File: src/rtl/ifetch_if.sv
// Fetch-stage bus: ROM address/data, the decode-side valid/ready output slot,
// redirect request from downstream, and the halt indication.
interface ifetch_if;
    logic [7:0] imem_addr;
    logic [7:0] imem_instr;
    logic       out_valid;
    logic [7:0] out_instr;
    logic [7:0] out_pc;
    logic       out_ready;
    logic       redirect_valid;
    logic [7:0] redirect_pc;
    logic       halted;

    modport master (
        output imem_addr,
        input  imem_instr,
        output out_valid,
        output out_instr,
        output out_pc,
        input  out_ready,
        input  redirect_valid,
        input  redirect_pc,
        output halted
    );

    modport slave (
        input  imem_addr,
        output imem_instr,
        input  out_valid,
        input  out_instr,
        input  out_pc,
        output out_ready,
        output redirect_valid,
        output redirect_pc,
        input  halted
    );
endinterface

File: src/rtl/ifetch.sv
// Instruction fetch stage: owns the PC, registers ROM data with its PC into a
// valid/ready slot. Optional jump predecode is enabled by JUMP_PREDECODE_EN.
module ifetch #(
    parameter logic [7:0]  RESET_PC  = 8'h00,
    parameter int unsigned MEM_DEPTH = 32
) (
    input logic      i_clk,
    input logic      i_rst_n,
    ifetch_if.master bus
);
    localparam logic [8:0] DEPTH = 9'(MEM_DEPTH);

    logic [7:0] r_pc;
    logic [7:0] r_instr;
    logic [7:0] r_out_pc;
    logic       r_valid;

    logic       w_in_range;
    logic       w_load;
    logic [7:0] w_next_pc;

    // 9-bit compare so MEM_DEPTH = 256 never reports end of program
    assign w_in_range = ({1'b0, r_pc} < DEPTH);
    assign w_load     = w_in_range && (!r_valid || bus.out_ready);

`ifdef JUMP_PREDECODE_EN
    always_comb begin
        w_next_pc = r_pc + 8'd1;
        if (bus.imem_instr[7:6] == 2'b11) begin
            w_next_pc = r_pc + 8'd1 + {{2{bus.imem_instr[5]}}, bus.imem_instr[5:0]};
        end
    end
`else
    assign w_next_pc = r_pc + 8'd1;
`endif

    always_ff @(posedge i_clk) begin
        if (!i_rst_n) begin
            r_pc     <= RESET_PC;
            r_valid  <= 1'b0;
            r_instr  <= '0;
            r_out_pc <= '0;
        end else if (bus.redirect_valid) begin
            r_pc    <= bus.redirect_pc;
            r_valid <= 1'b0;
        end else if (w_load) begin
            r_instr  <= bus.imem_instr;
            r_out_pc <= r_pc;
            r_valid  <= 1'b1;
            r_pc     <= w_next_pc;
        end else if (r_valid && bus.out_ready) begin
            // accepted with no in-range PC left to fetch: slot drains
            r_valid <= 1'b0;
        end
    end

    assign bus.imem_addr = r_pc;
    assign bus.out_valid = r_valid;
    assign bus.out_instr = r_instr;
    assign bus.out_pc    = r_out_pc;
    assign bus.halted    = !w_in_range && !r_valid;
endmodule

File: src/flat_wrapper.sv
// flat-port wrapper written by rule: the top's interface ports become plain ports
module ifetch_flat 
#(
    parameter logic [7:0]  RESET_PC  = 8'h00,
    parameter int unsigned MEM_DEPTH = 32
)
  (i_clk, i_rst_n, bus_imem_addr, bus_imem_instr, bus_out_valid, bus_out_instr, bus_out_pc, bus_out_ready, bus_redirect_valid, bus_redirect_pc, bus_halted);
  ifetch_if bus_i ();
  input logic i_clk;
  input logic i_rst_n;
  output wire logic [$bits(bus_i.imem_addr)-1:0] bus_imem_addr;
  input wire logic [$bits(bus_i.imem_instr)-1:0] bus_imem_instr;
  output wire logic [$bits(bus_i.out_valid)-1:0] bus_out_valid;
  output wire logic [$bits(bus_i.out_instr)-1:0] bus_out_instr;
  output wire logic [$bits(bus_i.out_pc)-1:0] bus_out_pc;
  input wire logic [$bits(bus_i.out_ready)-1:0] bus_out_ready;
  input wire logic [$bits(bus_i.redirect_valid)-1:0] bus_redirect_valid;
  input wire logic [$bits(bus_i.redirect_pc)-1:0] bus_redirect_pc;
  output wire logic [$bits(bus_i.halted)-1:0] bus_halted;
  assign bus_imem_addr = bus_i.imem_addr;
  assign bus_i.imem_instr = bus_imem_instr;
  assign bus_out_valid = bus_i.out_valid;
  assign bus_out_instr = bus_i.out_instr;
  assign bus_out_pc = bus_i.out_pc;
  assign bus_i.out_ready = bus_out_ready;
  assign bus_i.redirect_valid = bus_redirect_valid;
  assign bus_i.redirect_pc = bus_redirect_pc;
  assign bus_halted = bus_i.halted;
  ifetch #(.RESET_PC(RESET_PC), .MEM_DEPTH(MEM_DEPTH)) u_core (.i_clk(i_clk), .i_rst_n(i_rst_n), .bus(bus_i));
endmodule
File: config.mk
export PLATFORM = sky130hd
export DESIGN_NAME = ifetch_flat
export DESIGN_NICKNAME = d
export VERILOG_FILES = /design/src/rtl/ifetch_if.sv /design/src/rtl/ifetch.sv /design/src/flat_wrapper.sv
export SDC_FILE = /design/constraint.sdc
export NUM_CORES = 1
export LEC_CHECK = 0
export BUFFER_PORTS_ARGS = -buffer_cell sky130_fd_sc_hd__buf_2
export CORE_MARGIN = 1.5
export CORE_UTILIZATION = 39
export CTS_CLUSTER_SIZE = 28
export DETAILED_ROUTE_END_ITERATION = 10
export MAX_ROUTING_LAYER = met4
export PLACE_DENSITY = 0.68
export SYNTH_ARGS = -nofsm -noshare
export SYNTH_HDL_FRONTEND = slang
export SYNTH_SLANG_ARGS = --single-unit
File: constraint.sdc
create_clock -name i_clk -period 2 [get_ports i_clk]
set_input_delay 0.1 -clock i_clk [delete_from_list [all_inputs] [get_ports i_clk]]
set_output_delay 0.1 -clock i_clk [all_outputs]
set_load 0.05 [all_outputs]
==> flow_summary.yaml <==
placement:
  gp_congestion: 0.802
  pre_cts_ws_ns: 0.397
  hpwl_um: 1660
  portBuffers: 45
  placedInstanceArea_um2: 1300
  dp_cells: 186
route:
  drtPass1Iterations: 4
  wirelength_um: 2250
  drtIter0Drc: 2
  final_antenna_net_count: 0
  wl_met3_um: 152
  vias: 968
  drt-met1-wl_um: 1070
  drt-vias-per-instance: 5.09
  wl_met2_um: 994
  dr.max_layer_used: "met4"
  drc: 0
  drt-wirelength-per-cell_um: 11.8
clocking:
  post-cts-setup-buffers: 0
  cts_buffers: 3
  cts_sinks: 25
  clk_pin_slew_ns: 0.13
  holdBufCountCts: 0
  root_buffer: "clkbuf_4"
  worstSkewPairLatency_ns: 0.31
  htree_levels: 1
  ctsResizeCount: 0
  clk_path_buf_depth: 2
  cts_tree: "yes"
grt:
  track_usage_pct: 16.4
  grt_overflow: 0
  antenna_found_initial: 0
  grt_pass1_wl_um: 3560
  grt_pass1_vias: 881
  grt_start_max_net_pins: 39
synth:
  ys.flop_type: "dfxtp_1"
  synth_seq_cells: 25
  synthesis.area_um2: 1060
  yosys_warnings: 0
  synth_async_sr_flop_share_pct: 0
  syn_area_per_cell_um2: 9.04
  seq_area_frac_synth_pct: 47.3
  syn-num-nets: 138
  synth_cell_type_count: 25
  synthCells: 117
  synth_edf_count: 0
die:
  initial_utilization_pct: 41.9
  ios: 46
  dieArea_um2: 3030
  core-area_um2: 2520
  die_h_um: 55.1
  die-width_um: 55.1
  rows: 18
layout:
  synthToLayoutAreaGrowth_pct: 25.2
  nets: 182
  stdcell_area_um2: 1320
  drive_gt1_share_pct: 31.9
  fin_cells: 190
  diodes: 0
critical_path:
  path_max_fanout: 5
  worstPathRequired_ns: 2.25
  worst_setup_path_start_kind: "flip-flop"
  slowest_stage: "or4b_4"
  critical_path.endpoint_type: "flip-flop"
  worstPathCellList: "or4b_4, or4_1, a31oi_1"
  max_stage_delay_ns: 0.56
  critical_path_class: "flip-flop to flip-flop"
  crit_arrival_ns: 1.90
timing:
  max_freq_mhz: 606
  rsz0062_at_grt: "false"
  worst_pin_slew_ns: 0.618
  max_slew_margin_pct: 58.5
  fin_tns_setup_ns: 0
  fin_crit_ns: 1.65
  finalSetupViolCount: 0
  finalCritPeriodShare_pct: 82.5
  slew_viol_final: 0
  final-hold-violation-count: 0
  fin_skew_ns: 0.00310
  fin_ws_ns: 0.350
power:
  ir_drop_v: 0.000440
  finalPower_mw: 1.03
  p_per_area_nw_per_um2: 778
  leakage_nw: 0.635
run_status:
  run_status: "finished, final reports clean"
worst_hold_path:
  hold_class: "primary input to flip-flop"
job:
  maxCapViolCount: 0
[metal layers]
layer | vias up | track usage (%)
li1 | 497 | -
met1 | 433 | 19.6
met2 | 32 | 27.2
met3 | 6 | 2.69
met4 | 0 | 7.32
met5 | - | -
[Yosys cell counts (2+ instances only)]
| cell | count | area, um2 |
|---|---|---|
| a21oi_1 | 2 | 10.0 |
| or3_1 | 2 | 12.5 |
| and3_1 | 3 | 18.8 |
| a31oi_1 | 5 | 31.3 |
| nand2b_1 | 2 | 12.5 |
| nand3_1 | 2 | 10.0 |
| dfxtp_1 | 25 | 500 |
| clkbuf_1 | 6 | 22.5 |
| mux2i_1 | 15 | 150 |
| o21ai_0 | 7 | 35.0 |
| or4_1 | 3 | 22.5 |
| nand2_1 | 28 | 105 |
| nor2b_1 | 3 | 18.8 |
| nor2_1 | 2 | 7.51 |
| o31ai_1 | 2 | 15.0 |
[placed cells by master, fill, tap and decap left out, types with 2 or more instances in the layout]
cell,instances
nand3_1,2
clkbuf_4,3
nand2_1,28
a21oi_1,2
nor2b_1,3
buf_2,45
nand2b_1,2
or3_1,2
o31ai_1,2
a31oi_1,5
or4_1,3
dfxtp_1,25
and3_1,3
nor2_1,2
o21ai_0,7
mux2i_1,15
[sequential cells by signal, indices dropped and copies added (netlist names)]
signal,count
u_core.bus.imem_addr,8
u_core.bus.out_pc,8
u_core.bus.out_instr,8
u_core.bus.out_valid,1
[stage by stage]
stage | utilization, % | hold WS [ns]
after floorplan | - | 0.242
after global placement | 51.4 | 0.349
after detailed placement | 51.4 | 0.355
after CTS | 52.5 | 0.00715
after global routing | 52.5 | 0.0181
final | 52.5 | 0.0149
[critical path: cells and delay by family, from the launching register on]
| family | cells | cell delay (ns) |
|---|---|---|
| compound gates | 1 | 0.17 |
| flops | 1 | 0.37 |
| simple gates | 2 | 1.05 |
[cell families (layout without fill, tap and decap cells)]
group	Yosys count	count (layout)	synth area share, %
compound gates	18	18	10.5
fa+ha+maj	1	1	1.18
buf+inv	9	52	3.55
flops	25	25	47.3
mux	15	15	14.2
simple gates	49	49	23.2
[report_power, final]
group,internal [mW],total (mW),switching [mW]
logic,0.0766,0.261,0.185
clock network,0.0779,0.220,0.142
registers,0.527,0.550,0.0227
[final timing paths]
| kind | startpoint | end | slack [ns] | depth (start not counted) |
|---|---|---|---|---|
| worst max-delay path | u_core.bus.imem_addr[5] | u_core.bus.imem_addr[4] | 0.35 | 3 |
| worst max register to register | u_core.bus.imem_addr[5] | u_core.bus.imem_addr[4] | 0.35 | 3 |
| worst min register to register | u_core.bus.out_pc[4] | u_core.bus.out_pc[4] | 0.46 | 2 |
| worst min-delay path | bus_imem_instr[7] | u_core.bus.out_instr[7] | 0.01 | 3 |
[cell type report]
type | instances | area, um2
well taps | 30 | 37.5
flip-flops and latches | 25 | 500
multi-input cells | 83 | 519
clock buffers | 4 | 26.3
repair buffers | 46 | 233
inverters | 2 | 7.51
fillers | 261 | 1200
Power figures use the tool's default switching activity.
